==> config.mk <==
export PLATFORM = sky130hd
export DESIGN_NAME = tlu_event_writer_flat
export DESIGN_NICKNAME = d
export VERILOG_FILES = /design/src/rtl/tlu_event_writer_if.sv /design/src/rtl/tlu_event_writer.sv /design/src/flat_wrapper.sv
export SDC_FILE = /design/constraint.sdc
export NUM_CORES = 1
export LEC_CHECK = 0
export ABC_AREA = 1
export CAP_MARGIN = 20
export CORE_UTILIZATION = 53
export CTS_CLUSTER_DIAMETER = 100
export DETAILED_ROUTE_END_ITERATION = 8
export HOLD_SLACK_MARGIN = 0.06
export PLACE_DENSITY = 0.73
export SYNTH_ARGS = -nofsm -noshare
export SYNTH_HDL_FRONTEND = slang
export SYNTH_SLANG_ARGS = --single-unit
export TNS_END_PERCENT = 50
==> constraint.sdc <==
create_clock -name SYS_CLK -period 16.65 [get_ports SYS_CLK]
set_input_delay 1.665 -clock SYS_CLK [delete_from_list [all_inputs] [get_ports SYS_CLK]]
set_output_delay 1.665 -clock SYS_CLK [all_outputs]
set_load 0.02 [all_outputs]
==> src/rtl/tlu_event_writer_if.sv <==
// Write-side bus between the event writer and the downstream readout FIFO.
//   WR_EN   : write strobe, a word moves on every rising edge with WR_EN=1
//   WR_DATA : 32-bit record word
//   WR_FULL : downstream FIFO full, holds the writer off
// master = event writer, slave = FIFO.
interface tlu_event_writer_if;
   logic        WR_EN;
   logic [31:0] WR_DATA;
   logic        WR_FULL;

   modport master (output WR_EN, output WR_DATA, input WR_FULL);
   modport slave  (input WR_EN, input WR_DATA, output WR_FULL);
endinterface

==> src/rtl/tlu_event_writer.sv <==
// Trigger-event record writer for the TLU readout FIFO.
// Each accepted trigger snapshots {TIME_STAMP, TRIG_ID, LE_DISTANCE} into a
// 2**QUEUE_AW deep pending queue.  A write FSM drains the queue as 4-word
// records and stalls while the FIFO is full.  Triggers that find the queue
// full are dropped and counted in a saturating counter.
// Ports:
//   SYS_CLK, SYS_RST : clock, asynchronous active-high reset
//   ENABLE, TRIG     : trigger accept enable, single-cycle trigger pulse
//   TIME_STAMP, TRIG_ID, LE_DISTANCE : event data sampled with TRIG
//   wr               : write bus (WR_EN / WR_DATA out, WR_FULL in)
//   QUEUE_COUNT      : pending records, not counting the one being written
//   LOST_CNT         : dropped-trigger counter, saturates at 8'hFF
//   BUSY             : record in flight or queue non-empty
module tlu_event_writer #(
   parameter int QUEUE_AW = 2
) (
   input  logic                SYS_CLK,
   input  logic                SYS_RST,
   input  logic                ENABLE,
   input  logic                TRIG,
   input  logic [63:0]         TIME_STAMP,
   input  logic [31:0]         TRIG_ID,
   input  logic [7:0]          LE_DISTANCE,
   tlu_event_writer_if.master  wr,
   output logic [QUEUE_AW:0]   QUEUE_COUNT,
   output logic [7:0]          LOST_CNT,
   output logic                BUSY
);

   localparam int DEPTH = 1 << QUEUE_AW;

   typedef struct packed {
      logic [63:0] ts;
      logic [31:0] id;
      logic [7:0]  le;
   } evt_t;

   typedef enum logic [2:0] {IDLE, W0, W1, W2, W3} state_t;

   state_t              state_q, state_d;
   evt_t                mem_q [DEPTH];
   evt_t                rec_q;
   logic [QUEUE_AW:0]   wr_ptr_q, rd_ptr_q;
   logic [QUEUE_AW:0]   count;
   logic [7:0]          lost_q;
   logic                full, empty, trig_v, push, pop, drop, wr_en;

   // Pointers carry one extra wrap bit so full and empty are distinguishable.
   assign count = wr_ptr_q - rd_ptr_q;
   assign full  = (count == (QUEUE_AW+1)'(DEPTH));
   assign empty = (count == '0);
   assign wr_en = (state_q != IDLE) && !wr.WR_FULL;

   // A pop on the same edge frees a slot, so a trigger into a full queue
   // is still accepted when the FSM is taking the head entry.
   assign trig_v = TRIG && ENABLE;
   assign push   = trig_v && (!full || pop);
   assign drop   = trig_v && full && !pop;

   always_comb begin
      state_d = state_q;
      pop     = 1'b0;
      case (state_q)
         IDLE: if (!empty) begin state_d = W0; pop = 1'b1; end
         W0:   if (wr_en) state_d = W1;
         W1:   if (wr_en) state_d = W2;
         W2:   if (wr_en) state_d = W3;
         W3:   if (wr_en) begin
                  if (!empty) begin state_d = W0; pop = 1'b1; end
                  else state_d = IDLE;
               end
         default: state_d = IDLE;
      endcase
   end

   always_ff @(posedge SYS_CLK or posedge SYS_RST) begin
      if (SYS_RST) begin
         state_q  <= IDLE;
         wr_ptr_q <= '0;
         rd_ptr_q <= '0;
         rec_q    <= '0;
         lost_q   <= '0;
      end else begin
         state_q <= state_d;
         if (push) wr_ptr_q <= wr_ptr_q + (QUEUE_AW+1)'(1);
         if (pop) begin
            rd_ptr_q <= rd_ptr_q + (QUEUE_AW+1)'(1);
            rec_q    <= mem_q[rd_ptr_q[QUEUE_AW-1:0]];
         end
         if (drop && lost_q != 8'hFF) lost_q <= lost_q + 8'd1;
      end
   end

   // Storage needs no reset; the pointers define what is valid.  On a
   // push/pop collision the slot is read before it is overwritten.
   always_ff @(posedge SYS_CLK) begin
      if (push) mem_q[wr_ptr_q[QUEUE_AW-1:0]] <= '{ts: TIME_STAMP, id: TRIG_ID, le: LE_DISTANCE};
   end

   always_comb begin
      wr.WR_DATA = 32'h0;
      case (state_q)
         W0: wr.WR_DATA = {4'h8, rec_q.id[27:0]};
         W1: wr.WR_DATA = {4'h9, rec_q.le, rec_q.ts[63:44]};
         W2: wr.WR_DATA = {4'hA, rec_q.ts[43:16]};
         W3: wr.WR_DATA = {4'hB, 12'h000, rec_q.ts[15:0]};
         default: wr.WR_DATA = 32'h0;
      endcase
   end

   assign wr.WR_EN     = wr_en;
   assign QUEUE_COUNT  = count;
   assign LOST_CNT     = lost_q;
   assign BUSY         = (state_q != IDLE) || !empty;

endmodule

==> src/flat_wrapper.sv <==
// flat-port wrapper written by rule: the top's interface ports become plain ports
module tlu_event_writer_flat 
#(
   parameter int QUEUE_AW = 2
)
  (SYS_CLK, SYS_RST, ENABLE, TRIG, TIME_STAMP, TRIG_ID, LE_DISTANCE, QUEUE_COUNT, LOST_CNT, BUSY, wr_WR_EN, wr_WR_DATA, wr_WR_FULL);
  tlu_event_writer_if wr_i ();
  input  logic SYS_CLK;
  input  logic SYS_RST;
  input  logic ENABLE;
  input  logic TRIG;
  input  logic [63:0] TIME_STAMP;
  input  logic [31:0] TRIG_ID;
  input  logic [7:0] LE_DISTANCE;
  output logic [QUEUE_AW:0] QUEUE_COUNT;
  output logic [7:0] LOST_CNT;
  output logic BUSY;
  output wire logic [$bits(wr_i.WR_EN)-1:0] wr_WR_EN;
  output wire logic [$bits(wr_i.WR_DATA)-1:0] wr_WR_DATA;
  input wire logic [$bits(wr_i.WR_FULL)-1:0] wr_WR_FULL;
  assign wr_WR_EN = wr_i.WR_EN;
  assign wr_WR_DATA = wr_i.WR_DATA;
  assign wr_i.WR_FULL = wr_WR_FULL;
  tlu_event_writer #(.QUEUE_AW(QUEUE_AW)) u_core (.SYS_CLK(SYS_CLK), .SYS_RST(SYS_RST), .ENABLE(ENABLE), .TRIG(TRIG), .TIME_STAMP(TIME_STAMP), .TRIG_ID(TRIG_ID), .LE_DISTANCE(LE_DISTANCE), .wr(wr_i), .QUEUE_COUNT(QUEUE_COUNT), .LOST_CNT(LOST_CNT), .BUSY(BUSY));
endmodule
==> results.py, run 1 <==
metrics = {
    "timing": {
        "clock.fmax_mhz": 195,
        "finalSetupViolations": 0,
        "finalSetupTns_ns": 0,
        "finalCritPeriodShare_pct": 30.8,
        "slew_violations": 0,
        "rsz0062_at_grt": "no",
        "relSlewSlack_pct": 26.8,
        "hold_violations": 0,
        "skew_ns": 0.0145,
        "worst_pin_slew_ns": 1.10,
        "holdWs_ns": 0.480,
        "layout_min_cycle_time_ns": 5.12,
    },
    "logic_synthesis": {
        "synth_mux_area_share_pct": 0,
        "synth-compound-area-share_pct": 9.91,
        "synth_top_family_by_area": "simple AND/OR/NAND/NOR gates",
        "synth_simple_gate_area_share_pct": 11.6,
        "synth_area_per_cell_um2": 12.2,
        "yosysWarnings": 0,
        "synthAdderAreaFrac_pct": 0.534,
        "synth_xor_area_share_pct": 0.478,
        "syn-num-nets": 1772,
        "synth_area_leaders": "edfxtp_1 (60%), dfrtp_1 (15%), nand2_1 (7.0%)",
        "synth_top_cell_area_share_pct": 59.6,
        "synth_ff_type": "edfxtp_1",
        "syn_inst": 1655,
        "synth-edff-count": 400,
        "yosysSeqAreaShare_pct": 74.2,
        "synth.largest_area_cell": "edfxtp_1",
        "synth-async-reset-ratio_pct": 22.6,
        "yosysUniqueCellTypes": 32,
        "synth_area_um2": 20100,
        "synth-seq-cells": 517,
    },
    "placed_design": {
        "dpl-instance-area_um2": 22000,
        "hpwl_um": 26700,
        "place.gp.congestion": 0.807,
        "portBuffers": 148,
    },
    "route": {
        "num_vias": 13200,
        "wl_per_cell_um": 20.4,
        "wirelength_um": 47700,
        "viasPerCell": 5.64,
        "route.detailed.drc": 0,
        "drtIter0Drc": 1170,
        "drtAntennaViolNets": 0,
        "drtPass1Iterations": 7,
    },
    "floorplan": {
        "start_util_pct": 53.7,
        "io_pins": 154,
        "die_w_um": 197,
        "dieHeight_um": 197,
        "dieArea_um2": 38800,
        "core_um2": 37500,
        "num_rows": 71,
    },
    "clock_network": {
        "cts_hold_buf": 0,
        "clk_latency_ns": 0.60,
        "post_cts_resized": 0,
        "clockBufferDepth": 3,
        "cts-root-buf": "clkbuf_16",
        "cts_tree": "done",
        "clock-sinks": 517,
        "cts_setup_buffers": 0,
        "htree_levels": 2,
        "cts_buffers": 50,
        "cts.clk_slew.worst_paths_ns": 0.06,
    },
    "critical_path": {
        "crit_required_ns": 14.98,
        "cp_common_cell": "inv_1",
        "start_kind": "flop",
        "slowest_stage": "clkdlybuf4s50_1",
        "worstPathArrival_ns": 3.46,
        "critPathMaxFanout": 21,
        "path_class": "flop to primary output",
        "rrSetupSlack_ns": 12.92,
        "cpPeakStageDelay_ns": 0.66,
        "endpoint_kind": "primary output",
        "crit_chain": "inv_1 -> nand3_1 -> inv_1 -> buf_4 -> a22oi_1 -> o211ai_1 -> clkdlybuf4s50_1",
    },
    "finish": {
        "fin_util_pct": 63.2,
        "fin_area_um2": 23700,
        "n_fill_cell": 2875,
        "area_growth_pct": 17.6,
        "nets": 1895,
        "layout_commonest_cell": "edfxtp_1",
        "drive_gt1_share_pct": 6.04,
        "final_cell_mix": "edfxtp_1 (400), nand2_1 (374), o21ai_0 (226)",
    },
    "global_routing": {
        "grt-ovfl-total": 0,
        "antenna_found_initial": 9,
        "grt_pass1_wl_um": 73400,
        "grtUsageMet1_pct": 34.0,
        "grtUsageMet2_pct": 39.9,
        "grt_use_met3_pct": 6.26,
        "grt_usage_pct": 25.1,
        "grt_pass1_vias": 12900,
        "grt_most_used_layer": "met2",
        "grt_max_degree": 107,
    },
    "pwr": {
        "peakVddDrop_mv": 0.140,
        "leakage_uw": 0.00870,
        "powerDensity_nw_per_um2": 190,
        "p_total_uw": 4500,
    },
    "hold_path": {
        "min_path_type": "flop to flop",
    },
    "outcome": {
        "status": "finished, final reports clean",
    },
    "run": {
        "max_cap_viol_count": 0,
    },
}
==> worst max-delay path: cells and delay by family (launching register included) <==
kind            cells  cell delay, ns
compound gates      2            0.43
buf+inv             4            1.47
flops               1            0.40
simple gates        1            0.55
==> cell type report <==
class	count	area (um^2)	share of cell area, %
Sequential cell	517	14900	63.1
Timing Repair Buffer	167	1620	6.85
Clock inverter	24	287	1.21
Tap cell	511	639	2.70
Antenna cell	6	15.0	0.0634
Clock buffer	70	1390	5.86
Multi-Input combinational cell	988	4580	19.3
Inverter	54	213	0.898
==> metrics by stage <==
| step | setup slack (ns) | std cells |
|---|---|---|
| 2_1_floorplan | 9.90 | 1655 |
| 3_3_place_gp | 12.01 | 2237 |
| 3_5_place_dp | 12.01 | 2237 |
| 4_1_cts | 11.59 | 2331 |
| 5_1_grt | 11.38 | 2333 |
| 6_report | 11.53 | 2337 |
==> logic make-up (layout without fill, tap and decap cells) <==
family / after synthesis / after routing
compound gates: 357 / 357
simple gates: 611 / 611
xor+xnor: 11 / 11
flops: 517 / 517
fa+ha+maj: 8 / 8
buf+inv: 150 / 315
other cells: 1 / 7
==> cell usage after synthesis, drive strengths merged (5+ instances only) <==
cell type,count
edfxtp,400
nand2,378
o21ai,230
nor2,213
dfrtp,117
o22ai,100
clkbuf,61
inv,53
buf,35
nand3,19
o2111ai,15
ha,7
o211ai,7
xor2,6
xnor2,5
==> sequential cells by signal, indices dropped and copies added, names as in the netlist <==
name	cells
u_core.mem_q	400
u_core.rec_q	100
u_core.LOST_CNT	8
u_core.rd_ptr_q	3
u_core.state_q	3
u_core.wr_ptr_q	3
==> worst paths after layout <==
| path | end | startpoint | depth (start not counted) |
|---|---|---|---|
| min reg2reg | u_core.rec_q[41] | u_core.rec_q[41] | 2 |
| max reg2reg | u_core.mem_q[3][64] | u_core.rd_ptr_q[1] | 10 |
| min | u_core.rec_q[41] | u_core.rec_q[41] | 2 |
| max in group asynchronous | u_core.rd_ptr_q[0] | SYS_RST | 3 |
| max | wr_WR_DATA[12] | u_core.state_q[2] | 7 |
| min in group asynchronous | u_core.LOST_CNT[6] | SYS_RST | 2 |
==> power breakdown <==
part,switching [uW],internal [uW]
clock,477,677
sequential,113,1670
combinational,1080,489
total,1670,2830
==> per-layer routing <==
metal | share of wire [%] | vias to the layer above
met5 | 0.11 | -
met4 | 2.7 | 10
met3 | 8.5 | 93
met2 | 47 | 492
met1 | 41 | 6520
li1 | - | 6064
Power figures use the tool's default switching activity.
==> inputs of run 2 (changes only) <==
- CORE_UTILIZATION: 53 -> 52
- PLACE_DENSITY: 0.73 -> 0.75
- clock period: 16.65 -> 4.4 ns (I/O delays scaled with it)
==> results.py, run 2 (synthesis gave the netlist of run 1 again) <==
metrics = {
    "placed_design": {
        "place.gp.congestion": 0.818,
        "dp_cells": 2241,
        "hpwl_um": 27200,
        "portBuffers": 148,
        "dp_slack_ns": 1.40,
    },
    "timing": {
        "finalSetupViolations": 0,
        "clock.fmax_mhz": 290,
        "relSlewSlack_pct": 31.8,
        "worst_pin_slew_ns": 1.02,
        "skew_ns": 0.0213,
        "slew_violations": 0,
        "setup_ws_ns": 0.952,
        "rsz0062_at_grt": "no",
        "layout_min_cycle_time_ns": 3.45,
        "hold_violations": 0,
        "finalCritPeriodShare_pct": 78.4,
    },
    "pwr": {
        "powerDensity_nw_per_um2": 714,
        "peakVddDrop_mv": 0.553,
        "leakage_uw": 0.00873,
        "p_total_uw": 17000,
    },
    "critical_path": {
        "critPathMaxFanout": 12,
        "start_kind": "flop",
        "cpPeakStageDelay_ns": 0.67,
        "reg2reg_from": "u_core.rd_ptr_q[0]",
        "endpoint_kind": "primary output",
        "crit_required_ns": 3.96,
        "cp_common_cell": "inv_1",
        "slowest_stage": "clkdlybuf4s50_1",
        "rrSetupSlack_ns": 1.29,
        "worstReg2RegEnd": "u_core.mem_q[2][26]",
        "r2r_cells": 8,
        "path_class": "flop to primary output",
        "worstPathArrival_ns": 3.01,
        "crit_chain": "inv_1 -> nand3_1 -> inv_1 -> buf_4 -> nand2_1 -> o2111ai_1 -> clkdlybuf4s50_1",
    },
    "route": {
        "num_vias": 13300,
        "drtIter0Drc": 1286,
        "viasPerCell": 5.68,
        "drtAntennaViolNets": 0,
        "drtPass1Iterations": 5,
        "wl_per_cell_um": 20.6,
        "wirelength_um": 48300,
        "route.detailed.drc": 0,
    },
    "floorplan": {
        "dieArea_um2": 39500,
        "die_w_um": 199,
        "start_util_pct": 53.1,
        "core_um2": 37900,
        "io_pins": 154,
        "num_rows": 71,
        "dieHeight_um": 199,
    },
    "run": {
        "max_cap_viol_count": 0,
    },
    "finish": {
        "nets": 1900,
        "fin_cells": 2341,
        "largest_reg_flops": 400,
        "drive_gt1_share_pct": 6.14,
        "layout_commonest_cell": "edfxtp_1",
        "fin_util_pct": 62.7,
        "area_growth_pct": 18.1,
        "final_cell_mix": "edfxtp_1 (400), nand2_1 (374), o21ai_0 (226)",
    },
    "clock_network": {
        "cts-root-buf": "clkbuf_16",
        "htree_levels": 2,
        "clockBufferDepth": 3,
        "clock-sinks": 517,
        "cts_hold_buf": 0,
        "cts.clk_slew.worst_paths_ns": 0.06,
        "clk_latency_ns": 0.58,
        "cts_buffers": 50,
        "cts_setup_buffers": 0,
        "post_cts_resized": 0,
        "cts_tree": "done",
    },
    "global_routing": {
        "antenna_found_initial": 12,
        "grt-ovfl-total": 0,
        "grt_pass1_vias": 13100,
        "grt_pass1_wl_um": 73800,
        "grt_max_degree": 181,
        "grt_usage_pct": 25.0,
    },
    "outcome": {
        "status": "finished, final reports clean",
    },
    "hold_path": {
        "min_path_type": "input pin to asynchronous set/reset pin",
    },
}
==> run 2: worst max-delay path by stage <==
stage,endpoint,slack [ns],cells past startpoint,start
2_1_floorplan,u_core.mem_q[0][0],-0.15,8,u_core.wr_ptr_q[0]
3_3_place_gp,u_core.mem_q[3][20],1.42,8,u_core.rd_ptr_q[0]
3_5_place_dp,u_core.mem_q[2][32],1.40,8,u_core.rd_ptr_q[0]
4_1_cts,wr_WR_DATA[2],0.96,7,u_core.state_q[2]
5_1_grt,wr_WR_DATA[2],0.84,7,u_core.state_q[2]
6_report,wr_WR_DATA[2],0.95,7,u_core.state_q[2]
==> run 2: where the power goes <==
| part | internal [uW] | leakage [uW] | switching, uW |
|---|---|---|---|
| Clock | 2460 | 0.000788 | 1760 |
| Sequential | 6310 | 0.00508 | 453 |
| Combinational | 1920 | 0.00286 | 4090 |
==> run 2: area by class of cell <==
type,instances,area (um^2)
Fill cell,2814,14100
Multi-Input combinational cell,988,4580
Clock buffer,76,1420
Tap cell,511,639
Antenna cell,6,15.0
Inverter,54,213
Sequential cell,517,14900
Clock inverter,17,205
Timing Repair Buffer,172,1780
==> run 2: worst max-delay path: cells and delay by family, from the launching register on <==
family	cells	cell delay, ns
buffers and inverters	4	1.60
AND/OR/NAND/NOR	2	0.23
AO/OA/AOI/OAI	1	0.19
flip-flops	1	0.40
==> run 2: per-stage QoR <==
stage	instance area [um^2]	TNS (ns)	hold WS (ns)
floorplan	20200	-60.14	0.449
global placement	22100	0	0.462
detailed placement	22100	0	0.465
CTS	23800	0	0.476
global route	23800	0	0.135
finish	23800	0	0.119
==> run 2: metal layers <==
metal	global-route usage (%)	vias up	wire length [um]
met5	0	-	57
met4	8.23	10	1110
met3	5.75	88	4010
met2	40.6	509	23500
met1	33.3	6595	19500
li1	-	6089	-
==> inputs of run 3 (changes only) <==
- CORE_UTILIZATION: 52 -> 53
- PLACE_DENSITY: 0.75 -> 0.73
- clock period: 4.4 -> 3.4 ns (I/O delays scaled with it)
==> results.py, run 3 (synthesis gave the netlist of run 1 again) <==
metrics = {
    "clock_network": {
        "post_cts_resized": 0,
        "cts_hold_buf": 0,
        "cts_setup_buffers": 0,
        "cts-root-buf": "clkbuf_16",
        "clock-sinks": 517,
        "cts_tree": "done",
        "cts.clk_slew.worst_paths_ns": 0.06,
        "htree_levels": 2,
        "cts_buffers": 50,
        "clk_latency_ns": 0.58,
        "clockBufferDepth": 3,
    },
    "finish": {
        "area_growth_pct": 18.2,
        "final_cell_mix": "edfxtp_1 (400), nand2_1 (373), o21ai_0 (226)",
        "fin_cells": 2341,
        "largest_reg_flops": 400,
        "drive_gt1_share_pct": 6.52,
        "nets": 1903,
        "layout_commonest_cell": "edfxtp_1",
    },
    "timing": {
        "layout_min_cycle_time_ns": 3.36,
        "holdWs_ns": 0.295,
        "rsz0062_at_grt": "no",
        "relSlewSlack_pct": 35.5,
        "clock.fmax_mhz": 297,
        "skew_ns": 0.0258,
        "slew_violations": 0,
        "hold_violations": 0,
        "setup_ws_ns": 0.0355,
        "finalCritPeriodShare_pct": 99.0,
        "finalSetupViolations": 0,
        "finalSetupTns_ns": 0,
        "worst_pin_slew_ns": 0.967,
    },
    "pwr": {
        "p_total_uw": 21800,
        "leakage_uw": 0.00874,
        "powerDensity_nw_per_um2": 916,
        "p_sw_share_pct": 37.1,
        "p_comb_share_pct": 36.4,
        "p_clk_share_pct": 23.9,
        "internal_power_uw": 13700,
        "p_switching_uw": 8080,
        "peakVddDrop_mv": 0.757,
        "pwr-share-seq_pct": 39.6,
    },
    "route": {
        "drtAntennaViolNets": 0,
        "drtPass1Iterations": 5,
        "dr_wl_met2_um": 23200,
        "viasPerCell": 5.64,
        "top_layer": "met5",
        "wl_met1_um": 19400,
        "num_vias": 13200,
        "route.detailed.drc": 0,
        "route.met3.wl_um": 3620,
        "wl_per_cell_um": 20.2,
        "wirelength_um": 47300,
        "drtIter0Drc": 1073,
    },
    "critical_path": {
        "reg2reg_from": "u_core.rd_ptr_q[0]",
        "endpoint_kind": "primary output",
        "path_class": "flop to primary output",
        "r2r_cells": 9,
        "crit_required_ns": 3.06,
        "start_kind": "flop",
        "worstPathArrival_ns": 3.02,
        "crit_path_start": "u_core.state_q[0]",
        "critPathMaxFanout": 12,
    },
    "floorplan": {
        "core_um2": 37500,
        "dieArea_um2": 38800,
        "num_rows": 71,
        "die_w_um": 197,
        "dieHeight_um": 197,
        "io_pins": 154,
        "start_util_pct": 53.7,
    },
    "placed_design": {
        "dp_cells": 2245,
        "dp_slack_ns": 0.697,
        "place.gp.congestion": 0.821,
        "portBuffers": 148,
        "hpwl_um": 26800,
    },
    "outcome": {
        "status": "finished, final reports clean",
    },
    "global_routing": {
        "grt_pass1_wl_um": 73000,
        "grt_usage_pct": 24.9,
        "grt-ovfl-total": 0,
        "antenna_found_initial": 8,
        "grt_pass1_vias": 12900,
        "grt_max_degree": 203,
    },
    "hold_path": {
        "min_path_type": "input pin to asynchronous set/reset pin",
    },
    "run": {
        "max_cap_viol_count": 0,
    },
}
[run 3: worst max-delay path: stages, from the launching register on]
cell             delay [ns]
dfrtp_1                0.39
inv_1                  0.08
nand3_1                0.22
clkinv_1               0.42
a22oi_1                0.52
o211ai_1               0.22
clkdlybuf4s50_1        0.59
[run 3: path summary, 6_finish.rpt]
check | end | slack [ns]
setup / recovery | wr_WR_DATA[12] | 0.04
hold / removal | u_core.LOST_CNT[0] | 0.29
setup reg to reg | u_core.rec_q[26] | 0.69
hold reg to reg | u_core.rec_q[6] | 0.48
max in group asynchronous | u_core.rec_q[24] | 2.54
min in group SYS_CLK | u_core.mem_q[1][9] | 0.39
[run 3: per-layer routing]
metal	GRT usage, %	vias to the layer above
met2	41.4	528
met3	4.77	90
li1	-	6092
met1	33.8	6496
met4	6.57	8
met5	0	-
[run 3: power by group through the flow]
stage               clock, uW  combinational (uW)  sequential [uW]
floorplan                   0                5170             8650
global placement            0                7760             8700
detailed placement          0                7940             8740
CTS                      5290                8000             8630
global route             5550                8780             8740
finish                   5220                7950             8640
[run 3: cell type report]
class / instances / area (um^2)
Inverter: 54 / 214
Tap cell: 511 / 639
Multi-Input combinational cell: 988 / 4590
Clock buffer: 74 / 1420
Timing Repair Buffer: 175 / 1860
Sequential cell: 517 / 14900
Clock inverter: 18 / 133
Antenna cell: 4 / 10.0
Fill cell: 2858 / 13700
[run 3: stage by stage]
step	instance area [um^2]	utilization, %
after floorplan	20200	-
after global placement	22300	59.4
after detailed placement	22300	59.4
after CTS	23800	63.5
after global routing	23800	63.5
final	23800	63.5
